--- src/rtl/work_scheduler.sv ---
// work_scheduler
// Sequences the Decred miner core. A host work unit is loaded into the miner
// with a one-cycle load strobe. The nonce sweep is then tracked through four
// phases: load, blanking of stale pipeline results, the run itself, and a
// drain of the hash pipeline. Golden nonces are tagged with a work ID and
// queued in a small first-word-fall-through result FIFO.
//
// Optional build macro: WORK_SCHEDULER_STATS_EN
//   When defined, found_count counts every accepted golden nonce.
//   When undefined, found_count is tied to zero.
//
// Ports:
//   clk, reset_n         clock (rising edge) and async active-low reset
//   work_valid/ready     host work handshake; work_data = {midstate, data}
//   miner_block          registered block presented to the miner
//   miner_reset          one-cycle miner load strobe
//   golden_nonce(_found) result reported by the miner
//   result_*             FIFO head and pop handshake towards the host
//   busy                 sweep in progress
//   exhausted            one-cycle pulse when the sweep completes
//   overflow             sticky; a result was dropped on a full FIFO
//   found_count          accepted-result statistics counter
//
// state | meaning
// IDLE  | no work; results ignored, miner_block held
// LOAD  | miner_reset asserted, scan counter cleared
// BLANK | PIPE_LAT+2 cycles; the pipeline still holds stale results
// RUN   | nonce sweep; results accepted
// DRAIN | PIPE_LAT+2 cycles; results still emerging from the pipeline
module work_scheduler #(
    parameter int          PIPE_LAT    = 31,
    parameter logic [31:0] NONCE_LIMIT = 32'hFFFF_FFFF,
    parameter int          FIFO_DEPTH  = 4,
    parameter int          TAG_W       = 4
) (
    input  logic             clk,
    input  logic             reset_n,
    input  logic             work_valid,
    input  logic [351:0]     work_data,
    output logic             work_ready,
    output logic [351:0]     miner_block,
    output logic             miner_reset,
    input  logic [31:0]      golden_nonce,
    input  logic             golden_nonce_found,
    output logic             result_valid,
    input  logic             result_ready,
    output logic [31:0]      result_nonce,
    output logic [TAG_W-1:0] result_tag,
    output logic             busy,
    output logic             exhausted,
    output logic             overflow,
    output logic [31:0]      found_count
);

    typedef enum logic [2:0] {S_IDLE, S_LOAD, S_BLANK, S_RUN, S_DRAIN} state_t;

    localparam int AW = $clog2(FIFO_DEPTH);
    localparam int CW = $clog2(PIPE_LAT + 2) + 1;
    localparam logic [CW-1:0] PHASE_LAST = CW'(PIPE_LAT + 1);
    // Compared at 33 bits so the default all-ones limit is not a degenerate compare.
    localparam logic [32:0] LIMIT_EXT = {1'b0, NONCE_LIMIT};

    state_t            state;
    logic [TAG_W-1:0]  tag;
    logic [31:0]       scan_cnt;
    logic [CW-1:0]     phase_cnt;

    logic [31:0]       fifo_nonce [FIFO_DEPTH];
    logic [TAG_W-1:0]  fifo_tag   [FIFO_DEPTH];
    logic [AW:0]       wr_ptr;
    logic [AW:0]       rd_ptr;

    logic accept, take, pop, full, empty, push, drop, scan_sat;

    assign work_ready = (state != S_LOAD);
    assign accept     = work_valid && work_ready;
    assign take       = golden_nonce_found && (state == S_RUN || state == S_DRAIN)
                        && ({1'b0, golden_nonce} <= LIMIT_EXT);
    assign empty      = (wr_ptr == rd_ptr);
    assign full       = (wr_ptr[AW] != rd_ptr[AW]) && (wr_ptr[AW-1:0] == rd_ptr[AW-1:0]);
    assign pop        = result_valid && result_ready;
    // A same-cycle pop frees the head slot, so a push into a full FIFO still lands.
    assign push       = take && (!full || pop);
    assign drop       = take && full && !pop;
    assign scan_sat   = ({1'b0, scan_cnt} >= LIMIT_EXT);

    assign result_valid = !empty;
    assign result_nonce = empty ? '0 : fifo_nonce[rd_ptr[AW-1:0]];
    assign result_tag   = empty ? '0 : fifo_tag[rd_ptr[AW-1:0]];

    always_ff @(posedge clk or negedge reset_n) begin
        if (!reset_n) begin
            state       <= S_IDLE;
            miner_block <= '0;
            miner_reset <= 1'b0;
            tag         <= '0;
            scan_cnt    <= '0;
            phase_cnt   <= '0;
            busy        <= 1'b0;
            exhausted   <= 1'b0;
        end else begin
            miner_reset <= 1'b0;
            exhausted   <= 1'b0;
            if (accept) begin
                miner_block <= work_data;
                tag         <= tag + 1'b1;
                miner_reset <= 1'b1;
                busy        <= 1'b1;
                state       <= S_LOAD;
            end else begin
                case (state)
                    S_LOAD: begin
                        scan_cnt  <= '0;
                        phase_cnt <= PHASE_LAST;
                        state     <= S_BLANK;
                    end
                    S_BLANK: begin
                        if (!scan_sat) scan_cnt <= scan_cnt + 1'b1;
                        if (phase_cnt == '0) state <= S_RUN;
                        else phase_cnt <= phase_cnt - 1'b1;
                    end
                    S_RUN: begin
                        if (scan_cnt == NONCE_LIMIT) begin
                            phase_cnt <= PHASE_LAST;
                            state     <= S_DRAIN;
                        end else if (!scan_sat) begin
                            scan_cnt <= scan_cnt + 1'b1;
                        end
                    end
                    S_DRAIN: begin
                        if (phase_cnt == '0) begin
                            busy  <= 1'b0;
                            state <= S_IDLE;
                        end else begin
                            phase_cnt <= phase_cnt - 1'b1;
                            // Pulse lands in the final drain cycle.
                            if (phase_cnt == CW'(1)) exhausted <= 1'b1;
                        end
                    end
                    default: state <= S_IDLE;
                endcase
            end
        end
    end

    always_ff @(posedge clk or negedge reset_n) begin
        if (!reset_n) begin
            wr_ptr   <= '0;
            rd_ptr   <= '0;
            overflow <= 1'b0;
            for (int i = 0; i < FIFO_DEPTH; i++) begin
                fifo_nonce[i] <= '0;
                fifo_tag[i]   <= '0;
            end
        end else begin
            if (push) begin
                fifo_nonce[wr_ptr[AW-1:0]] <= golden_nonce;
                fifo_tag[wr_ptr[AW-1:0]]   <= tag;
                wr_ptr <= wr_ptr + 1'b1;
            end
            if (pop) rd_ptr <= rd_ptr + 1'b1;
            if (accept) overflow <= 1'b0;
            if (drop)   overflow <= 1'b1;
        end
    end

`ifdef WORK_SCHEDULER_STATS_EN
    logic [31:0] found_q;
    always_ff @(posedge clk or negedge reset_n) begin
        if (!reset_n)  found_q <= '0;
        else if (take) found_q <= found_q + 1'b1;
    end
    assign found_count = found_q;
`else
    assign found_count = 32'd0;
`endif

endmodule
--- config.mk ---
export PLATFORM = sky130hd
export DESIGN_NAME = work_scheduler
export DESIGN_NICKNAME = d
export VERILOG_FILES = /design/src/rtl/work_scheduler.sv
export SDC_FILE = /design/constraint.sdc
export NUM_CORES = 1
export LEC_CHECK = 0
export ABC_AREA = 1
export BUFFER_PORTS_ARGS = -buffer_cell sky130_fd_sc_hd__buf_2
export CAP_MARGIN = 10
export CORE_AREA = 2 2 319 321
export DETAILED_ROUTE_END_ITERATION = 12
export DIE_AREA = 0 0 321 323
export GPL_ROUTABILITY_DRIVEN = 0
export PLACE_DENSITY = 0.48
export SYNTH_ARGS = -nofsm -noshare
export SYNTH_HDL_FRONTEND = slang
export SYNTH_SLANG_ARGS = --single-unit
--- constraint.sdc ---
create_clock -name clk -period 2.35 [get_ports clk]
set_clock_uncertainty 0.2 [all_clocks]
set_input_delay 0.47 -clock clk [delete_from_list [all_inputs] [get_ports clk]]
set_output_delay 0.47 -clock clk [all_outputs]
set_load 0.05 [all_outputs]
==> impl_metrics.json, run 1 <==
{
  "worstHoldPathType": "in2reg",
  "final-setup-viol-count": 37,
  "via_per_inst": 4.264,
  "finalCriticalPeriod_ns": 2.745,
  "detailedPlacementHpwl_um": 73680,
  "yosys.area.top_type": "dfrtp_1",
  "wl_met3_um": 8661,
  "max_cap_violations": 0,
  "relSlewSlack_pct": 62.44,
  "rr_worst_depth": 7,
  "r2r_setup_slack_ns": 0.24,
  "port_buffers": 782,
  "timing.critical_path.from": "rd_ptr[0]",
  "pnr_worst_setup_slack_ns": -0.3952,
  "boundaryPins": 815,
  "number_of_cts_inserted_buffers": 69,
  "grt_setup_unrepaired": "yes",
  "syn-instance-count": 2798,
  "post-place-cells": 4833,
  "synth_edf_count": 0,
  "register_area_share_after_synthesis_pct": 58.51,
  "antenna_found_initial": 24,
  "worstSetupPathDepth": 8,
  "clock_tree.buffer_depth": 3,
  "crit_arrival_ns": 2.08,
  "footprint_of_the_flip_flops_and_latches_um2": 13820,
  "critical_path.startpoint_type": "flip-flop",
  "top_signal_layer_used": "met5",
  "die_y_um": 323,
  "wl_um": 103100,
  "clkLatencyLatePin_ns": 0.61,
  "peakVddDrop_mv": 1.209,
  "synth_most_common_cell": "nand2_1",
  "crit_path_max_fanout": 10,
  "avgSynthCellArea_um2": 8.438,
  "drt-pass1-iter-count": 5,
  "yosys_register_bits": 552,
  "final_cell_count_no_fill": 5372,
  "max_slew.worst_pin.slew_ns": 0.5614,
  "floorplan.initialDensity_pct": 23.44,
  "timing.hold.worst_endpoint": "miner_block[190]",
  "critPathRequiredTime_ns": 1.68,
  "hold-path-cell-count": 3,
  "wirelength_met1_um": 43410,
  "commonest_register_cell_after_synthesis": "dfrtp_1",
  "pwr_density_cell_nw_per_um2": 1694,
  "rr_startpoint": "state[0]",
  "route.vias.total": 22905,
  "clock-root-buffer": "clkbuf_16",
  "numClockSinks": 552,
  "cp_cell_sequence": "xor2_1 -> a21oi_4 -> nand2_4 -> buf_12 -> buf_16 -> nand2_1 -> inv_1 -> buf_6",
  "die_area_um2": 103700,
  "tritoncts_clock_tree": "done",
  "fill_cells": 10424,
  "netlist_area_um2": 23610,
  "wire_length_of_the_first_global_routing_pass_um": 149900,
  "fp-row-count": 117,
  "run_status": "finished, violations left",
  "synthArstFlopShare_pct": 100.0,
  "core_area_um2": 100700,
  "wl_per_cell_um": 19.20,
  "layout-drive-gt1-share_pct": 27.89,
  "static-leakage-power_uw": 0.01944,
  "area_delta_synth_final_pct": 55.12,
  "timing_worst_setup_path_type": "reg2out",
  "synth_warnings": 0,
  "failed_checks": "setup timing",
  "critPathBufInv": 4,
  "placement.setup.worst_slack_ns": 0.04102,
  "worst_path_dominant_cell_family": "buffers and inverters",
  "gr-usage-all-layers_pct": 19.30,
  "cpPeakStageDelay_ns": 0.44,
  "cts.htree.levels": 3,
  "final-max-slew-violation-count": 0,
  "setup.worst_path.end_class": "primary output",
  "min_from": "work_data[190]",
  "post_synth_num_cell_types": 35,
  "pin_count_of_the_biggest_net_entering_global_routing": 83,
  "drt_first_iter_violations": 1598,
  "grt.overflow.total": 0,
  "slowest_stage": "dfrtp_2",
  "chipWidth_um": 321,
  "grt_pass1_vias": 23172,
  "yosys.area.top_type_share_pct": 58.51,
  "dr_wl_met2_um": 47930,
  "drc": 0,
  "multiInputGateArea_um2": 8688,
  "reg_to_reg_endpoint": "fifo_nonce[123]",
  "number_of_hold_violations_in_the_final_report": 0,
  "ys_top_cells_by_area": "dfrtp_1 (59%), nand2_1 (23%), o21ai_1 (2.6%), nor2_1 (2.0%), inv_1 (1.7%)",
  "ant_nets": 0,
  "synthTopCellsByCount": "nand2_1 (1460), dfrtp_1 (552), o21ai_1 (125), nor2_1 (124), inv_1 (109)",
  "timing.final.crit_share_pct": 116.8,
  "clock_edge_transition_at_the_registers_on_the_reported_setup_and_hold_paths_ns": 0.05,
  "max_freq_mhz": 364.3,
  "finish.net_count": 4399
}
worst register-to-register path: cells and delay by family (launching register included):
kind / cells / cell delay [ns]
buffers and inverters: 1 / 0.21
AOI/OAI and AO/OA: 2 / 0.48
DFF: 1 / 0.42
and+or+nand+nor: 4 / 0.68
metal layers:
layer | track usage (%) | vias to the layer above
li1 | - | 11054
met1 | 24.16 | 10963
met2 | 31.07 | 728
met3 | 6.574 | 144
met4 | 6.542 | 16
met5 | 0 | -
cells in the final DEF (no fill, tap or decap), types with 27 or more instances in the layout:
| master | n |
|---|---|
| nand4_1 | 27 |
| buf_4 | 59 |
| o21ai_1 | 147 |
| dfrtp_1 | 550 |
| nand2_1 | 1431 |
| buf_2 | 743 |
| inv_1 | 81 |
| nor2_1 | 113 |
| buf_12 | 40 |
| dlygate4sd3_1 | 376 |
| clkbuf_16 | 74 |
| o21ai_0 | 50 |
| conb_1 | 32 |
state kept, by name, indices dropped and copies added, names as in the netlist:
| signal | count |
|---|---|
| miner_block | 352 |
| busy | 1 |
| rd_ptr | 3 |
| miner_reset | 1 |
| tag | 4 |
| wr_ptr | 3 |
| scan_cnt | 32 |
| fifo_tag | 16 |
| phase_cnt | 7 |
| overflow | 1 |
| exhausted | 1 |
| fifo_nonce | 128 |
| state | 3 |
power breakdown:
group	leakage (uW)	switching, uW	internal (uW)	total (uW)
Sequential	0.00690	2530	13800	16300
Clock	0.00112	4300	6630	10900
Combinational	0.0114	24900	9880	34800
Total	0.0194	31700	30300	62000
worst max-delay path by stage:
| stage | end | slack (ns) |
|---|---|---|
| after floorplan | result_nonce[25] | 0.04 |
| after global placement | result_nonce[30] | 0.03 |
| after detailed placement | result_nonce[27] | 0.04 |
| after CTS | result_nonce[28] | -0.48 |
| after global routing | result_nonce[8] | -0.51 |
| final | result_nonce[6] | -0.40 |
metrics by stage:
stage | hold slack [ns] | cell area (um^2) | TNS [ns] | total power (uW) | utilization, %
detailed placement | 0.2037 | 29320 | 0 | 46760 | 29.11
CTS | 0.003792 | 36330 | -16.47 | 61840 | 36.07
floorplan | -0.02559 | 23760 | 0 | 37560 | -
global placement | 0.2148 | 29320 | 0 | 46670 | 29.11
global route | 0.03493 | 36600 | -17.14 | 65530 | 36.34
finish | 0.04732 | 36620 | -13.42 | 62050 | 36.36
final cells by class:
class | instances | area share, %
Inverter | 112 | 1.319
Multi-Input combinational cell | 1991 | 23.72
Sequential cell | 552 | 37.72
Timing Repair Buffer | 1274 | 26.41
Clock inverter | 20 | 0.8404
Tap cell | 1309 | 4.472
Antenna cell | 15 | 0.1025
Clock buffer | 99 | 5.411
cells by family (layout without fill, tap and decap cells):
family                     count (synthesis)  after routing  share of synthesized area, %
adders and majority gates                 10             10                        0.5299
buffers and inverters                    286           1505                         6.386
AOI/OAI and AO/OA                        266            266                         6.264
and+or+nand+nor                         1659           1659                         27.41
xor gates and xnor gates                  24             24                        0.8903
DFF                                      552            552                         58.51
other                                      1             47                       0.01588
what timing repair did:
| item | CTS | global route |
|---|---|---|
| endpoints found under the setup margin | 38 | 38 |
| hold endpoints to repair | 706 | 0 |
| buffers inserted | 13 | 2 |
| gates cloned | 12 | 3 |
| hold buffers | 376 | 0 |
| pin swaps | 10 | 18 |
| resized for setup | 182 | 63 |
No activity file was read; power rests on OpenSTA's default activity.
==> run 2: changes to the inputs <==
- PLACE_DENSITY: 0.48 -> default
==> impl_metrics.json, run 2 (synthesized netlist as in run 1, its figures left out) <==
{
  "finalCriticalPeriod_ns": 2.789,
  "pwr_density_cell_nw_per_um2": 1656,
  "die_y_um": 323,
  "regMostFlops": "miner_block",
  "relSlewSlack_pct": 65.42,
  "via_per_inst": 4.316,
  "most_common_cell_after_layout_fill_and_taps_aside": "nand2_1",
  "final-setup-viol-count": 37,
  "route.vias.total": 23261,
  "dr_wl_met2_um": 44370,
  "layout-drive-gt1-share_pct": 26.53,
  "placement.setup.worst_slack_ns": 0.1189,
  "number_of_cts_inserted_buffers": 68,
  "area_delta_synth_final_pct": 53.11,
  "combPwrFrac_pct": 54.6,
  "timing_worst_setup_path_type": "reg2out",
  "antenna_found_initial": 50,
  "crit_arrival_ns": 2.12,
  "wl_per_cell_um": 19.04,
  "critPathRequiredTime_ns": 1.68,
  "critical_path.startpoint_type": "flip-flop",
  "crit_path_max_fanout": 20,
  "leading_registers_by_flop_count": "miner_block (352), fifo_nonce (128), scan_cnt (32)",
  "switching_power_uw": 30810,
  "sequential_share_of_power_pct": 27.2,
  "failed_checks": "setup timing",
  "ant_nets": 0,
  "number_of_hold_violations_in_the_final_report": 0,
  "core_area_um2": 100700,
  "pnr_worst_setup_slack_ns": -0.4390,
  "grt_pass1_vias": 23280,
  "numClockSinks": 552,
  "boundaryPins": 815,
  "tritoncts_clock_tree": "done",
  "timing.critical_path.from": "rd_ptr[0]",
  "p_int_uw": 29050,
  "flip_flop_count_of_the_largest_register_all_copies_and_words_added": 352,
  "drc": 0,
  "peakVddDrop_mv": 1.010,
  "rr_startpoint": "state[2]",
  "gr-usage-all-layers_pct": 19.12,
  "clkLatencyLatePin_ns": 0.61,
  "drt_first_iter_violations": 1547,
  "wl_um": 102600,
  "cts.htree.levels": 3,
  "power_frac_clock_pct": 18.3,
  "timing.final.crit_share_pct": 118.7,
  "detailedPlacementHpwl_um": 75300,
  "power.share.switching_pct": 51.47,
  "layout.cells.most_common_list": "nand2_1 (1449), buf_2 (744), dfrtp_1 (551)",
  "die_area_um2": 103700,
  "final_cell_count_no_fill": 5389,
  "wire_length_of_the_first_global_routing_pass_um": 148600,
  "floorplan.initialDensity_pct": 23.44,
  "max_slew.worst_pin.slew_ns": 0.5186,
  "post-place-cells": 4843,
  "worstHoldPathType": "in2reg",
  "max_cap_violations": 0,
  "grt.overflow.total": 0,
  "max_freq_mhz": 358.6,
  "final-max-slew-violation-count": 0,
  "clock_edge_transition_at_the_registers_on_the_reported_setup_and_hold_paths_ns": 0.06,
  "static-leakage-power_uw": 0.01927,
  "run_status": "finished, violations left",
  "pin_count_of_the_biggest_net_entering_global_routing": 94,
  "port_buffers": 782,
  "finish.net_count": 4392,
  "wirelength_met1_um": 43330,
  "grt_setup_unrepaired": "yes",
  "drt-pass1-iter-count": 6,
  "fp-row-count": 117,
  "min_from": "work_data[80]",
  "chipWidth_um": 321,
  "clock_tree.buffer_depth": 3,
  "clock-root-buffer": "clkbuf_16",
  "wl_met3_um": 10630,
  "setup.worst_path.end_class": "primary output",
  "top_signal_layer_used": "met5"
}
## run 2: cell types whose count changed in the layout (fill, tap and decap cells not counted), sizes merged
cell / change
bufinv: -2
dlygate4sd3: +4
diode: +20
clkinv: -2
inv: +4
buf: -9
bufbuf: +1
clkinvlp: +1
## run 2: timing repair
action / in CTS / in global routing
pin swaps: 9 / 3
hold buffers: 380 / 0
endpoints found under the hold margin: 802 / 0
buffers inserted: 4 / 1
gates resized for setup: 104 / 14
endpoints found under the setup margin: 37 / 38
gates cloned: 3 / 1
## run 2: per-stage QoR
stage               utilization (%)  area, um^2  total power, uW  hold slack, ns  TNS, ns
finish                        35.89       36150            59860         0.06399   -13.89
floorplan                         -       23760            37560        -0.02559        0
global placement              29.25       29460            46400          0.2254        0
global route                  35.83       36090            63130         0.05704   -17.46
CTS                           35.73       35990            59890         0.02208   -15.58
detailed placement            29.25       29460            46590          0.2206        0
## run 2: final cells by class
class	instances	area (um^2)
clock inverters	21	282.8
clock buffers	101	2029
multi-input cells	1991	8513
fillers	10203	64570
repair buffers	1268	9318
inverters	112	466.7
well taps	1309	1638
flip-flops and latches	552	13810
diodes	35	87.58
## run 2: path summary, 6_finish.rpt
kind                                          to  slack [ns]  cells after the start
worst min-delay path             miner_block[80]        0.06                      3
worst max-delay path            result_nonce[22]       -0.44                      7
worst max register to register      scan_cnt[16]        0.26                     10
min in group asynchronous       miner_block[240]        0.16                      2
worst min register to register  miner_block[197]        0.27                      2
max in group asynchronous       miner_block[293]        0.94                      3
## run 2: power groups by stage
stage,clock network (uW),logic (uW),registers (uW)
final,10900,32700,16300
after global routing,11600,34800,16700
after floorplan,0,11300,26300
after global placement,0,30300,16100
after CTS,11200,32500,16200
after detailed placement,0,30400,16200
## run 2: worst max-delay path: stages (launching register included)
cell       delay [ns]
dfrtp_2          0.51
buf_4            0.19
clkbuf_16        0.19
o21ai_1          0.09
o22ai_2          0.20
nand2_1          0.08
inv_1            0.08
buf_6            0.16
## run 2: metal layers
metal / GRT usage, % / vias up
met5: 0 / -
met4: 7.965 / 22
met3: 7.100 / 205
met2: 28.34 / 949
met1: 24.99 / 11046
li1: - / 11039
==> run 3: changes to the inputs <==
- MAX_ROUTING_LAYER: default -> met4
- RECOVER_POWER: default -> 25
==> impl_metrics.json, run 3 (synthesized netlist as in run 1, its figures left out) <==
{
  "number_of_cts_inserted_buffers": 68,
  "finish.net_count": 4394,
  "wl_um": 102800,
  "slowest_stage": "dfrtp_2",
  "run_status": "finished, violations left",
  "grt_pass1_vias": 23288,
  "max_cap_violations": 0,
  "layout-drive-gt1-share_pct": 27.30,
  "rr_worst_depth": 10,
  "final-setup-viol-count": 84,
  "ant_nets": 0,
  "pin_count_of_the_biggest_net_entering_global_routing": 94,
  "number_of_hold_violations_in_the_final_report": 0,
  "pnr_worst_setup_slack_ns": -0.4611,
  "chipWidth_um": 321,
  "final_cell_count_no_fill": 5409,
  "grt_setup_unrepaired": "yes",
  "critPathCapture": "result_nonce[29]",
  "finalCriticalPeriod_ns": 2.811,
  "max_slew.worst_pin.slew_ns": 1.254,
  "drt-pass1-iter-count": 6,
  "final-max-slew-violation-count": 0,
  "r2r_setup_slack_ns": 0.25,
  "crit_arrival_ns": 2.14,
  "max_freq_mhz": 355.7,
  "floorplan.initialDensity_pct": 23.44,
  "cpPeakStageDelay_ns": 0.50,
  "clock_tree.buffer_depth": 3,
  "regMostFlops": "miner_block",
  "flip_flop_count_of_the_largest_register_all_copies_and_words_added": 352,
  "timing.critical_path.from": "rd_ptr[0]",
  "pwr_density_cell_nw_per_um2": 1660,
  "drc": 0,
  "die_y_um": 323,
  "setup.worst_path.end_class": "primary output",
  "worstHoldPathType": "in2reg",
  "most_common_cell_after_layout_fill_and_taps_aside": "nand2_1",
  "post-place-cells": 4843,
  "failed_checks": "setup timing",
  "relSlewSlack_pct": 16.40,
  "fill_cells": 10185,
  "cts.htree.levels": 3,
  "clkLatencyLatePin_ns": 0.61,
  "grt.overflow.total": 0,
  "area_delta_synth_final_pct": 53.70,
  "boundaryPins": 815,
  "reg_to_reg_endpoint": "scan_cnt[16]",
  "critPathRequiredTime_ns": 1.68,
  "timing.final.crit_share_pct": 119.6,
  "port_buffers": 782,
  "rr_startpoint": "state[2]",
  "tritoncts_clock_tree": "done",
  "post-route-util_pct": 36.03,
  "clock_edge_transition_at_the_registers_on_the_reported_setup_and_hold_paths_ns": 0.06,
  "peakVddDrop_mv": 1.022,
  "antenna_found_initial": 52,
  "clock-root-buffer": "clkbuf_16",
  "detailedPlacementHpwl_um": 75300,
  "route.vias.total": 23270,
  "via_per_inst": 4.302,
  "layout.cells.most_common_list": "nand2_1 (1447), buf_2 (743), dfrtp_1 (551)",
  "cp_cell_sequence": "clkinv_4 -> buf_12 -> clkbuf_16 -> nor2_1 -> o22ai_2 -> nand2_2 -> clkinvlp_4 -> buf_8",
  "timing_worst_setup_path_type": "reg2out",
  "wl_per_cell_um": 19.00,
  "static-leakage-power_uw": 0.01928,
  "crit_path_max_fanout": 8,
  "core_area_um2": 100700,
  "wire_length_of_the_first_global_routing_pass_um": 148700,
  "gr-usage-all-layers_pct": 19.71,
  "leading_registers_by_flop_count": "miner_block (352), fifo_nonce (128), scan_cnt (32)",
  "drt_first_iter_violations": 1621,
  "fp-row-count": 117,
  "die_area_um2": 103700,
  "numClockSinks": 552,
  "hold-path-cell-count": 3,
  "critical_path.startpoint_type": "flip-flop",
  "placement.setup.worst_slack_ns": 0.1189
}
## run 3: how the worst min path moves through the flow
stage / from / endpoint / slack (ns)
after floorplan: reset_n / busy / -0.03
after CTS: work_data[68] / miner_block[68] / 0.02
after global routing: work_data[78] / miner_block[78] / 0.06
final: work_data[84] / miner_block[84] / 0.04
after global placement: reset_n / miner_block[272] / 0.23
after detailed placement: reset_n / miner_block[102] / 0.22
## run 3: per-stage QoR
stage | hold WS [ns] | power, uW | TNS, ns | instance area (um^2)
floorplan | -0.02559 | 37560 | 0 | 23760
global placement | 0.2254 | 46400 | 0 | 29460
detailed placement | 0.2206 | 46590 | 0 | 29460
CTS | 0.02208 | 59890 | -15.58 | 35990
global route | 0.05714 | 63530 | -48.44 | 36220
finish | 0.04493 | 60240 | -14.81 | 36290
## run 3: per-layer routing
metal	track usage, %	vias up	part of all wire [%]
met2	28.44	971	43
met3	6.881	195	11
met1	25.17	11041	42
met4	7.757	0	4.0
met5	-	-	0
li1	-	11063	-
## run 3: final cells by class
| cell class | count | area, um^2 | share of cell area (%) |
|---|---|---|---|
| clock buffer | 101 | 2029 | 5.592 |
| timing repair buffer | 1270 | 9281 | 25.58 |
| sequential | 552 | 13810 | 38.07 |
| antenna | 53 | 132.6 | 0.3655 |
| inverter | 112 | 466.7 | 1.286 |
| multi-input combinational | 1991 | 8645 | 23.82 |
| tap | 1309 | 1638 | 4.513 |
| clock inverter | 21 | 282.8 | 0.7792 |
## run 3: worst max-delay path: cells and delay by family, from the launching register on
family	cells	cell delay [ns]
buf+inv	5	0.69
flops	1	0.50
simple gates	2	0.24
compound gates	1	0.10
## run 3: repair_timing
item | in CTS | in global routing
hold endpoints to repair | 802 | 0
pin swaps | 9 | 7
setup endpoints to repair | 37 | 38
hold buffers | 380 | 0
gates cloned | 3 | 2
buffers inserted | 4 | 2
resized for setup | 104 | 71
## run 3: report_power, final
group	total [uW]	internal, uW	switching, uW	leakage [uW]
sequential	16300	13800	2530	0.00690
combinational	33000	8860	24100	0.0112
clock	10900	6570	4360	0.00114
total	60200	29200	31000	0.0193
